File: src/rtl/audio_ram_rw.sv
// Record/playback sequencer between a stereo codec stream and a shared sample RAM.
// Two regions (Rx capture, processed) each remember how many words were last recorded.
module audio_ram_rw #(
   parameter int ADDR_W = 16
) (
   input  logic              clk,
   input  logic              daclrck,
   input  logic              req_valid,
   input  logic              req_type,
   input  logic              req_target,
   output logic              req_ready,
   input  logic              stop,
   output logic              busy,
   input  logic              rx_valid,
   input  logic [15:0]       rx_l_data,
   input  logic [15:0]       rx_r_data,
   input  logic              sample_tick,
   output logic              data_valid,
   output logic [15:0]       data_out_l,
   output logic [15:0]       data_out_r,
   output logic [ADDR_W:0]   mem_addr,
   output logic [31:0]       mem_wdata,
   output logic              mem_we,
   output logic              mem_re,
   input  logic [31:0]       mem_rdata
);

   localparam int            CW    = ADDR_W + 1;
   localparam logic [ADDR_W:0] ONE   = CW'(1);
   localparam logic [ADDR_W:0] DEPTH = ONE << ADDR_W;
   localparam logic [ADDR_W:0] LAST  = DEPTH - ONE;

   typedef enum logic [1:0] {IDLE, WRITE, READ, READ_WAIT} state_t;

   state_t                   state, state_nxt;
   logic                     tgt;
   logic [ADDR_W:0]          wr_ptr, rd_ptr;
   logic [1:0][ADDR_W:0]     len;
   logic [ADDR_W:0]          cur_len;

   logic                     accept, wr_inc, rd_inc, len_we, cap_rd;
   logic [ADDR_W:0]          len_val;

   assign cur_len   = len[tgt];
   assign req_ready = (state == IDLE);
   assign busy      = (state != IDLE);

   always_comb begin
      state_nxt = state;
      accept    = 1'b0;
      wr_inc    = 1'b0;
      rd_inc    = 1'b0;
      len_we    = 1'b0;
      len_val   = wr_ptr;
      cap_rd    = 1'b0;
      mem_we    = 1'b0;
      mem_re    = 1'b0;
      mem_addr  = '0;
      mem_wdata = '0;
      case (state)
         IDLE: begin
            if (req_valid) begin
               accept    = 1'b1;
               state_nxt = req_type ? WRITE : READ;
            end
         end
         WRITE: begin
            // stop wins over a coincident sample so the recorded length is exact
            if (stop) begin
               state_nxt = IDLE;
               len_we    = 1'b1;
               len_val   = wr_ptr;
            end else if (rx_valid) begin
               mem_we    = 1'b1;
               mem_addr  = {tgt, wr_ptr[ADDR_W-1:0]};
               mem_wdata = {rx_l_data, rx_r_data};
               wr_inc    = 1'b1;
               if (wr_ptr == LAST) begin
                  state_nxt = IDLE;
                  len_we    = 1'b1;
                  len_val   = DEPTH;
               end
            end
         end
         READ: begin
            if (stop || cur_len == '0) begin
               state_nxt = IDLE;
            end else if (sample_tick) begin
               mem_re    = 1'b1;
               mem_addr  = {tgt, rd_ptr[ADDR_W-1:0]};
               rd_inc    = 1'b1;
               state_nxt = READ_WAIT;
            end
         end
         READ_WAIT: begin
            // the word in flight is always delivered, even when stopping
            cap_rd    = 1'b1;
            state_nxt = (stop || rd_ptr == cur_len) ? IDLE : READ;
         end
         default: state_nxt = IDLE;
      endcase
   end

   always_ff @(posedge clk or posedge daclrck) begin
      if (daclrck) begin
         state      <= IDLE;
         tgt        <= 1'b0;
         wr_ptr     <= '0;
         rd_ptr     <= '0;
         len        <= '0;
         data_valid <= 1'b0;
         data_out_l <= '0;
         data_out_r <= '0;
      end else begin
         state      <= state_nxt;
         data_valid <= cap_rd;
         if (accept) begin
            tgt    <= req_target;
            wr_ptr <= '0;
            rd_ptr <= '0;
         end
         if (wr_inc) wr_ptr <= wr_ptr + ONE;
         if (rd_inc) rd_ptr <= rd_ptr + ONE;
         if (len_we) len[tgt] <= len_val;
         if (cap_rd) begin
            data_out_l <= mem_rdata[31:16];
            data_out_r <= mem_rdata[15:0];
         end
      end
   end

endmodule

File: config.mk
export PLATFORM = sky130hd
export DESIGN_NAME = audio_ram_rw
export DESIGN_NICKNAME = d
export VERILOG_FILES = /design/src/rtl/audio_ram_rw.sv
export SDC_FILE = /design/constraint.sdc
export NUM_CORES = 1
export LEC_CHECK = 0
export CORE_MARGIN = 2
export CORE_UTILIZATION = 45
export CTS_BUF_LIST = sky130_fd_sc_hd__clkbuf_8
export DETAILED_ROUTE_END_ITERATION = 7
export PLACE_DENSITY = 0.86
export SYNTH_ARGS = -nofsm -noshare
export SYNTH_HDL_FRONTEND = slang
export SYNTH_SLANG_ARGS = --single-unit
File: constraint.sdc
create_clock -name clk -period 4.83 [get_ports clk]
set_input_delay 0.966 -clock clk [delete_from_list [all_inputs] [get_ports clk]]
set_output_delay 0.966 -clock clk [all_outputs]
set_load 0.005 [all_outputs]
==> impl_metrics.yaml <==
worst_setup_path:
  worst-r2r-setup-slack_ns: 1.13
  worst-r2r-cell-count: 11
  critical_path.top_delay_family: "buffers and inverters"
  critical_path_buf_inv_count: 4
  regToRegStartpoint: "wr_ptr[0]"
  worst_setup_path_start_kind: "input port"
  required_time_at_the_worst_slack_endpoint_ns: 3.86
  setup_cp_type: "input port to output port"
  cpPeakStageDelay_ns: 0.57
  cp.arrival_ns: 3.30
  endpoint_kind: "output port"
  critical_path.reg2reg.endpoint: "len[16]"
  critical_path.max_fanout: 21
  cp_cell_sequence: "clkdlybuf4s50_1 -> inv_1 -> nand2_1 -> nor3_4 -> buf_12 -> nand2_1 -> a21boi_0 -> clkdlybuf4s50_1"
  critical-path-slowest-cell: "clkdlybuf4s50_1"
routing:
  detail_route.wl_per_cell_um: 17.4
  ant_nets: 0
  postRouteWirelength_um: 15800
  via_count: 5044
  via_density_per_instance: 5.54
  drc: 0
  dr.first_iter.drc_count: 405
  drtPass1Iterations: 5
timing:
  slew_viol_final: 0
  clock-skew-final_ns: 0.00574
  tightestPinTransition_ns: 1.14
  max-slew-margin-rel: 0.241
  timing.fmax_mhz: 234
  fin_crit_ns: 4.27
  period_share: 0.884
  final-setup-viol-count: 0
  setup_total_negative_slack_ns: 0
  grt_setup_unrepaired: "no"
  timing.final.hold_violations: 0
clocking:
  cts_max_level: 3
  insertion_delay_ns: 0.37
  tritoncts: "done"
  cts_buffer_depth: 2
  cts_post_setup_buffers_inserted: 0
  post_cts_resize_count: 0
  tritoncts_num_sinks: 104
  clk_pin_slew_worst_paths_ns: 0.09
  clockRootBuffer: "clkbuf_8"
  hold_buffers: 0
  cts-buffers-inserted: 9
synth:
  synth_sequential_area_ratio: 0.467
  netlist_instances: 598
  synth_largest_area_cell: "dfrtp_1"
  avgSynthCellArea_sq_um: 9.33
  post_synth_num_cell_types: 44
  synthesis.nets: 678
  synth.area.top_cells: "dfrtp_1 47%, nand2_1 7.8%, mux2_2 7.3%"
  yosys_register_bits: 104
  total_number_of_yosys_warnings: 0
  post_synth_top_area_share: 0.467
  post_synth_instance_area_sq_um: 5580
global_route:
  antenna_found_initial: 0
  globalRoute.totalOverflow: 0
  grt_pass1_wl_um: 24600
  largest_net_degree_at_the_start_of_global_routing: 91
  grt_pass1_vias: 4793
  gr_usage_total: 0.238
placement:
  count_of_buffers_from_port_buffering: 157
  globalplace.congestion: 0.949
  dpl-instance-area_sq_um: 7280
  dp.final_hpwl_um: 11700
hold_path:
  hold_path_class: "register to register"
  hold_path_end: "data_out_l[12]"
  worst_hold_launch: "data_out_l[12]"
  timing.hold.worst_path_depth: 1
power_and_ir_drop:
  p_leak_nw: 3.14
  design_power_total_mw: 2.95
  power_density_of_the_placed_cells_nw_per_um2: 396
  vdd_ir_drop_max_mv: 0.220
cells_and_area:
  finalInstanceArea_sq_um: 7450
  drive_above_1_share: 0.0970
  antennaDiodeCount: 0
  areaGrowthSynthToFinish_pct: 33.6
  num-fill-cells: 952
  final_net_count: 817
  postLayoutCoreUtil: 0.618
run_status:
  run_status: "complete, no violations"
floorplan:
  top_level_ports: 158
  die_area_sq_um: 13300
  die_extent_in_y_um: 115
  die-width_um: 115
  initial_util: 0.462
  core_sq_um: 12100
  placementRows: 40
job:
  max_cap_viol_count: 0
## power breakdown
group / switching [mW] / internal (mW)
registers: 0.138 / 1.05
clock network: 0.304 / 0.187
logic: 0.560 / 0.711
total: 1.00 / 1.95
## how the worst max path moves through the flow
stage | from | end | slack [ns] | cells after the start
6_report | stop | mem_addr[11] | 0.56 | 8
5_1_grt | stop | mem_addr[11] | 0.44 | 8
4_1_cts | stop | mem_addr[11] | 0.62 | 8
3_5_place_dp | stop | mem_addr[11] | 0.65 | 8
3_3_place_gp | stop | mem_addr[3] | 0.74 | 8
2_1_floorplan | daclrck | data_out_l[0] | 1.13 | 1
## cells by family after synthesis
family / after synthesis / share of synthesized area
AO/OA/AOI/OAI: 122 / 0.130
XOR/XNOR: 20 / 0.0314
adder cells (fa/ha/maj): 8 / 0.0180
buffers and inverters: 60 / 0.0462
flip-flops: 104 / 0.467
multiplexers: 55 / 0.107
AND/OR/NAND/NOR: 229 / 0.201
## cell type report
class                           instances  area, sq um  share of cell area
Tap cell                              168          210              0.0282
Clock buffer                            9          124              0.0166
Inverter                               21         81.3              0.0109
Timing Repair Buffer                  167         1660               0.223
Multi-Input combinational cell        434         2720               0.366
Sequential cell                       104         2600               0.349
Clock inverter                          7         48.8             0.00655
## per-layer routing
metal / share of wire / vias up / global-route usage
met2: 0.46 / 273 / 0.374
met5: 0 / - / 0
li1: - / 2359 / -
met1: 0.41 / 2379 / 0.318
met4: 0.026 / 0 / 0.0924
met3: 0.096 / 33 / 0.0596
## flip-flops by register name, indices dropped and copies added (netlist names)
register and count:
rd_ptr 17, len 34, tgt 1, data_out_l 16, wr_ptr 17, data_valid 1, data_out_r 16, state 2
## through the flow
stage / worst slack [ns] / hold WS [ns] / instances
floorplan: 1.13 / 0.471 / 598
global placement: 0.743 / 0.487 / 894
detailed placement: 0.649 / 0.495 / 894
CTS: 0.618 / 0.517 / 910
global route: 0.438 / 0.527 / 910
finish: 0.562 / 0.512 / 910
## cells in the mapped netlist, drive strengths merged
cell / n
nand2: 116
xor2: 4
nand4: 6
dfrtp: 104
a21boi: 14
inv: 21
o21ai: 73
buf: 16
a41oi: 1
o31ai: 3
a21oi: 12
o211a: 1
nand2b: 1
nor2: 14
or2: 2
nor2b: 4
a22o: 4
a2bb2oi: 1
nor4b: 2
and3: 40
a22oi: 4
nor3: 5
o2bb2ai: 1
mux2: 36
ha: 8
clkbuf: 23
o211ai: 1
and4: 1
o31a: 1
and2: 2
a21o: 3
a31oi: 3
nor4: 15
xnor2: 16
nand3: 21
mux2i: 19
## cell usage in the layout, fill, tap and decap left out, types with 6 or more instances in the layout
master           count
xnor2_1             16
inv_1               21
buf_4                9
a21oi_1             12
mux2_2              36
dfrtp_1            104
nand3_1             21
nor4_1              12
and3_1              40
mux2i_1             19
a21boi_0            13
o21ai_0             69
clkdlybuf4s50_1    157
nand2_1            116
clkbuf_8             9
nand4_1              6
ha_1                 8
nor2_1              14
Note: power is estimated with default switching activity, not from simulation.
